### src/rtl/coin_lock_ctrl.sv
// -----------------------------------------------------------------------------
// coin_lock_ctrl
//   Coin-operated lock controller. Coins are counted into a credit register.
//   When the credit reaches PRICE the controller becomes READY and releases the
//   lock. A start request consumes the credit and re-locks. If READY sees no
//   start for TIMEOUT cycles, the credit is refunded. Coins offered while READY
//   are refunded as overpayment.
//
// Parameters
//   MEALY_FSM : 0 = lock is a pure function of the registered state,
//               1 = lock also reacts combinationally to coin/start.
//   PRICE     : coins required per unlock (1 .. 2**CNT_W-1).
//   CNT_W     : width of the credit counter.
//   TIMEOUT   : READY cycles without start before refund; 0 = wait forever.
//
// Ports
//   clk       in   single clock, rising edge
//   rst       in   asynchronous active-high reset
//   coin      in   one coin per cycle it is high
//   start     in   user start request
//   lock      out  1 = mechanism locked (forced 1 while rst is high)
//   unlock    out  always ~lock
//   credit    out  registered count of accepted coins
//   refund    out  registered one-cycle pulse per refund event
//   dbg_state out  registered FSM state: 0 = IDLE, 1 = COLLECT, 2 = READY
//
// Input semantics: coin and start are level-sampled strobes with no
// handshake. Every cycle in which coin is high is one coin; start is acted
// on only in a cycle where the registered state is READY and is otherwise
// dropped. Neither input is ever back-pressured.
// -----------------------------------------------------------------------------
module coin_lock_ctrl #(
  parameter logic MEALY_FSM = 1'b0,
  parameter int   PRICE     = 3,
  parameter int   CNT_W     = 4,
  parameter int   TIMEOUT   = 8
) (
  input  logic             clk,
  input  logic             rst,
  input  logic             coin,
  input  logic             start,
  output logic             lock,
  output logic             unlock,
  output logic [CNT_W-1:0] credit,
  output logic             refund,
  output logic [1:0]       dbg_state
);

  // The wait counter only ever needs to hold 0 .. TIMEOUT-1.
  localparam int TMO_W = (TIMEOUT > 1) ? $clog2(TIMEOUT) : 1;
  localparam logic [TMO_W-1:0] TMO_LAST = (TIMEOUT > 0) ? TMO_W'(TIMEOUT - 1) : '0;
  localparam logic [CNT_W-1:0] PRICE_C  = CNT_W'(PRICE);
  localparam logic [CNT_W-1:0] ONE_C    = CNT_W'(1);

  typedef enum logic [1:0] {
    S_IDLE    = 2'd0,
    S_COLLECT = 2'd1,
    S_READY   = 2'd2
  } state_t;

  // A coin arriving on timeout expiry starts a new transaction with credit 1,
  // which is already a full payment when PRICE is 1.
  localparam state_t EXPIRY_COIN_ST = (PRICE == 1) ? S_READY : S_COLLECT;

  state_t             state_q, state_d;
  logic [CNT_W-1:0]   credit_q, credit_d;
  logic [TMO_W-1:0]   tmo_q, tmo_d;
  logic               refund_q, refund_d;
  logic [CNT_W-1:0]   credit_inc;
  logic               tmo_expire;
  logic               lock_c;

  // credit_q < PRICE whenever it is incremented, so this cannot wrap.
  assign credit_inc = credit_q + ONE_C;
  assign tmo_expire = (TIMEOUT != 0) && (tmo_q == TMO_LAST);

  // State register
  always_ff @(posedge clk or posedge rst) begin
    if (rst) begin
      state_q  <= S_IDLE;
      credit_q <= '0;
      tmo_q    <= '0;
      refund_q <= 1'b0;
    end else begin
      state_q  <= state_d;
      credit_q <= credit_d;
      tmo_q    <= tmo_d;
      refund_q <= refund_d;
    end
  end

  // Next-state logic
  always_comb begin
    state_d  = state_q;
    credit_d = credit_q;
    tmo_d    = tmo_q;
    refund_d = 1'b0;
    case (state_q)
      S_IDLE, S_COLLECT: begin
        if (coin) begin
          credit_d = credit_inc;
          if (credit_inc == PRICE_C) begin
            state_d = S_READY;
            tmo_d   = '0;
          end else begin
            state_d = S_COLLECT;
          end
        end
      end
      S_READY: begin
        if (start) begin
          // Start wins over a simultaneous coin; that coin is refunded.
          state_d  = S_IDLE;
          credit_d = '0;
          tmo_d    = '0;
          refund_d = coin;
        end else if (tmo_expire) begin
          refund_d = 1'b1;
          tmo_d    = '0;
          if (coin) begin
            credit_d = ONE_C;
            state_d  = EXPIRY_COIN_ST;
          end else begin
            credit_d = '0;
            state_d  = S_IDLE;
          end
        end else begin
          tmo_d    = (TIMEOUT == 0) ? '0 : tmo_q + TMO_W'(1);
          refund_d = coin;
        end
      end
      default: begin
        state_d  = S_IDLE;
        credit_d = '0;
        tmo_d    = '0;
      end
    endcase
  end

  // Output logic
  always_comb begin
    lock_c = (state_q != S_READY);
    if (MEALY_FSM) begin
      if ((state_q != S_READY) && coin && (credit_inc == PRICE_C)) begin
        lock_c = 1'b0;
      end else if ((state_q == S_READY) && start) begin
        lock_c = 1'b1;
      end
    end
    // Reset must lock immediately, even against a live coin in Mealy mode.
    lock = rst | lock_c;
  end

  assign unlock    = ~lock;
  assign credit    = credit_q;
  assign refund    = refund_q;
  assign dbg_state = state_q;

endmodule

### config.mk
export PLATFORM = sky130hd
export DESIGN_NAME = coin_lock_ctrl
export DESIGN_NICKNAME = d
export VERILOG_FILES = /design/src/rtl/coin_lock_ctrl.sv
export SDC_FILE = /design/constraint.sdc
export NUM_CORES = 1
export LEC_CHECK = 0
export ABC_AREA = 0
export CAP_MARGIN = 40
export CORE_AREA = 2 2 39 41
export CTS_CLUSTER_DIAMETER = 40
export CTS_CLUSTER_SIZE = 24
export DETAILED_ROUTE_END_ITERATION = 8
export DIE_AREA = 0 0 41 43
export HOLD_SLACK_MARGIN = 0.15
export PLACE_DENSITY = 0.78
export SLEW_MARGIN = 20
export SYNTH_ARGS = -nofsm -noshare
export SYNTH_HDL_FRONTEND = slang
export SYNTH_SLANG_ARGS = --single-unit
### constraint.sdc
create_clock -name clk -period 1.9 [get_ports clk]
set_clock_uncertainty 0.2 [all_clocks]
set_input_delay 0.38 -clock clk [delete_from_list [all_inputs] [get_ports clk]]
set_output_delay 0.38 -clock clk [all_outputs]
set_load 0.005 [all_outputs]
==> metrics.cfg <==
[yosys]
synthXorXnorAreaFrac_pct=1.57
netlist_instances=56
ys_ff_latch=10
yosysSeqAreaShare_pct=44.8
synth_mux_area_share_pct=2.02
synth_compound_area_share_pct=22.9
syn_area_per_cell_um2=9.96
synth_nets=64
synth_adder_area_share_pct=8.97
synth.distinct_cells=24
synth_top_family_by_area=compound AO/OA/AOI/OAI gates
synthSimpleGateAreaFrac_pct=15.5
synth_area_um2=558
synth_warnings=0

[clock_network]
clock_latency_ps=270
h-tree-depth=1
cts_tree=yes
clkSlewWorstSetupHoldPaths_ps=70
hold_buffers=0
cts_buffer_depth=2
numCtsBuffers=3
root_buffer=clkbuf_4
cts.sinks=10

[sta]
max_slew_margin_pct=77.7
setup_ws_ps=53.2
period_needed_ps=1850
setup-tns-final_ps=0
hold_viol=0
rsz0062_at_grt=yes
setup_violations=0
fmax_mhz=541
slew_violations=0
tightest_slew_ps=333
finalCritPeriodShare_pct=97.2

[global_route]
track_usage_pct=18.4
grt_pass1_wl_um=2010
grt_pass1_vias=460
grt_start_max_net_pins=11
grt_overflow=0
antenna_found_initial=0

[worst_setup_path]
required_ps=1320
crit_type=register to output pin
startpoint_type=register
path_max_fanout=7
crit_buf_inv=2
critPathCaptureType=output pin
critPathSlowestCell=clkdlybuf4s50_1
critPathArrivalTime_ps=1270
r2r_start=credit[0]
critical_path.top_delay_family=buffers and inverters
crit_chain=buf_6 -> clkdlybuf4s50_1
crit_start=credit[0]
cpPeakStageDelay_ps=490

[detailed_routing]
wl_um=1240
dr.first_iter.drc_count=22
vias=520
drt-vias-per-instance=5.31
postRouteAntennaNets=0
drc=0
wl_per_cell_um=12.7
drt_pass1_iterations=4

[cells_and_area]
nets=92
final_util_pct=60.2
area_growth_pct=49.3
drive_above_1_share_pct=26.8
antennaDiodeCount=0

[floorplan]
chipHeight_um=43
fp-row-count=14
dieArea_um2=1760
ios=13
die_w_um=41
core_area_um2=1380
start_util_pct=40.3

[min_path]
worstHoldStart=tmo_q[1]
hold_path.class=register to register

[pwr]
clockPowerShare_pct=14.4
internal-power_uw=673
cellPowerDensity_nw_per_um2=1250
power.total_uw=1040
comb_power_share_pct=53.1
p_seq_share_pct=32.5
p_switching_uw=365
switching_share_pct=35.2
p_leak_uw=0.000405
ir_drop_uv=667

[status]
status=completed

[place]
hpwlAfterDp_um=837
portBuffers=12
dp_slack_ps=-162
gp_congestion=0.758

[job]
max-cap-violations=0

-- worst register-to-register path: stages (launching register included) --
cell and delay [ps]:
dfrtp_1 390, ha_1 240, nor3_1 180, a41o_1 190, a31oi_4 120, mux2_1 310
-- per-layer routing --
layer | part of all wire, % | global-route usage [%] | wire length (um) | up-vias
li1 | - | - | - | 252
met1 | 40 | 23.2 | 497 | 245
met5 | 0 | 0 | 0 | -
met4 | 4.3 | 16.0 | 53 | 0
met3 | 5.9 | 6.28 | 73 | 4
met2 | 50 | 23.8 | 617 | 19
-- worst paths after layout --
| check | slack, ps | cells after the start | to |
|---|---|---|---|
| hold / removal | 310 | 1 | tmo_q[1] |
| max in group asynchronous | 1030 | 4 | tmo_q[1] |
| setup / recovery | 50 | 2 | credit[0] |
| setup reg to reg | 140 | 5 | tmo_q[0] |
| hold reg to reg | 310 | 1 | tmo_q[1] |
| min in group asynchronous | 320 | 4 | dbg_state[1] |
-- kinds of logic after synthesis --
group | count (synthesis)
adders and majority gates | 4
AOI/OAI and AO/OA | 16
DFF | 10
muxes | 1
xor gates and xnor gates | 1
buffers and inverters | 6
and+or+nand+nor | 18
-- flip-flops by register name, summed over array words and instances (netlist names) --
register / cells
credit: 4
tmo_q: 3
dbg_state: 2
refund: 1
-- per-stage QoR --
step	cells	area, um^2	hold slack (ps)
detailed placement	89	742	296
CTS	95	803	310
global placement	89	742	279
finish	98	833	308
global route	98	833	337
floorplan	56	558	28.6
-- Yosys cell counts --
cell	number	area (um^2)
dfrtp_1	10	250
nand2_1	6	22.5
o21ai_0	6	30.0
ha_1	4	50.1
inv_1	4	15.0
nor2_1	4	15.0
a21oi_1	2	10.0
a32o_1	2	20.0
nand2b_1	2	12.5
nor3_1	2	10.0
a21bo_1	1	10.0
a221oi_1	1	8.76
a31o_2	1	8.76
a31oi_4	1	21.3
a41o_1	1	10.0
buf_2	1	5.00
clkbuf_1	1	3.75
mux2_1	1	11.3
nand3b_1	1	7.51
nand4_1	1	6.26
nor2b_1	1	6.26
o2bb2ai_1	1	8.76
or2_2	1	6.26
xor2_1	1	8.76
-- placed cells by master, fill, tap and decap left out, types with 2 or more instances in the layout --
master,synthesis,layout
nand2_1,6,6
dfrtp_1,10,10
nor3_1,2,2
buf_6,0,3
a32o_1,2,2
a21oi_1,2,2
nand2b_4,0,2
clkdlybuf4s50_1,0,10
dlygate4sd2_1,0,2
clkbuf_4,0,3
inv_1,4,3
o21ai_0,6,6
nor2_1,4,4
buf_4,0,10
ha_1,4,4
-- what timing repair did --
action,CTS,global route
buffers inserted,3,3
setup endpoints to repair,3,4
cloned,0,0
gates resized for setup,6,2
-- power by group through the flow --
stage / Clock, uW / Sequential (uW) / Combinational (uW)
floorplan: 0 / 361 / 242
global placement: 0 / 335 / 465
CTS: 154 / 334 / 514
finish: 149 / 338 / 551
detailed placement: 0 / 339 / 477
global route: 167 / 350 / 603
-- cell type report --
class	count	area (um^2)
Clock buffer	3	22.5
Fill cell	129	551
Inverter	4	15.0
Multi-Input combinational cell	40	299
Sequential cell	10	250
Tap cell	16	20.0
Timing Repair Buffer	25	226
Note: power is estimated with default switching activity, not from simulation.
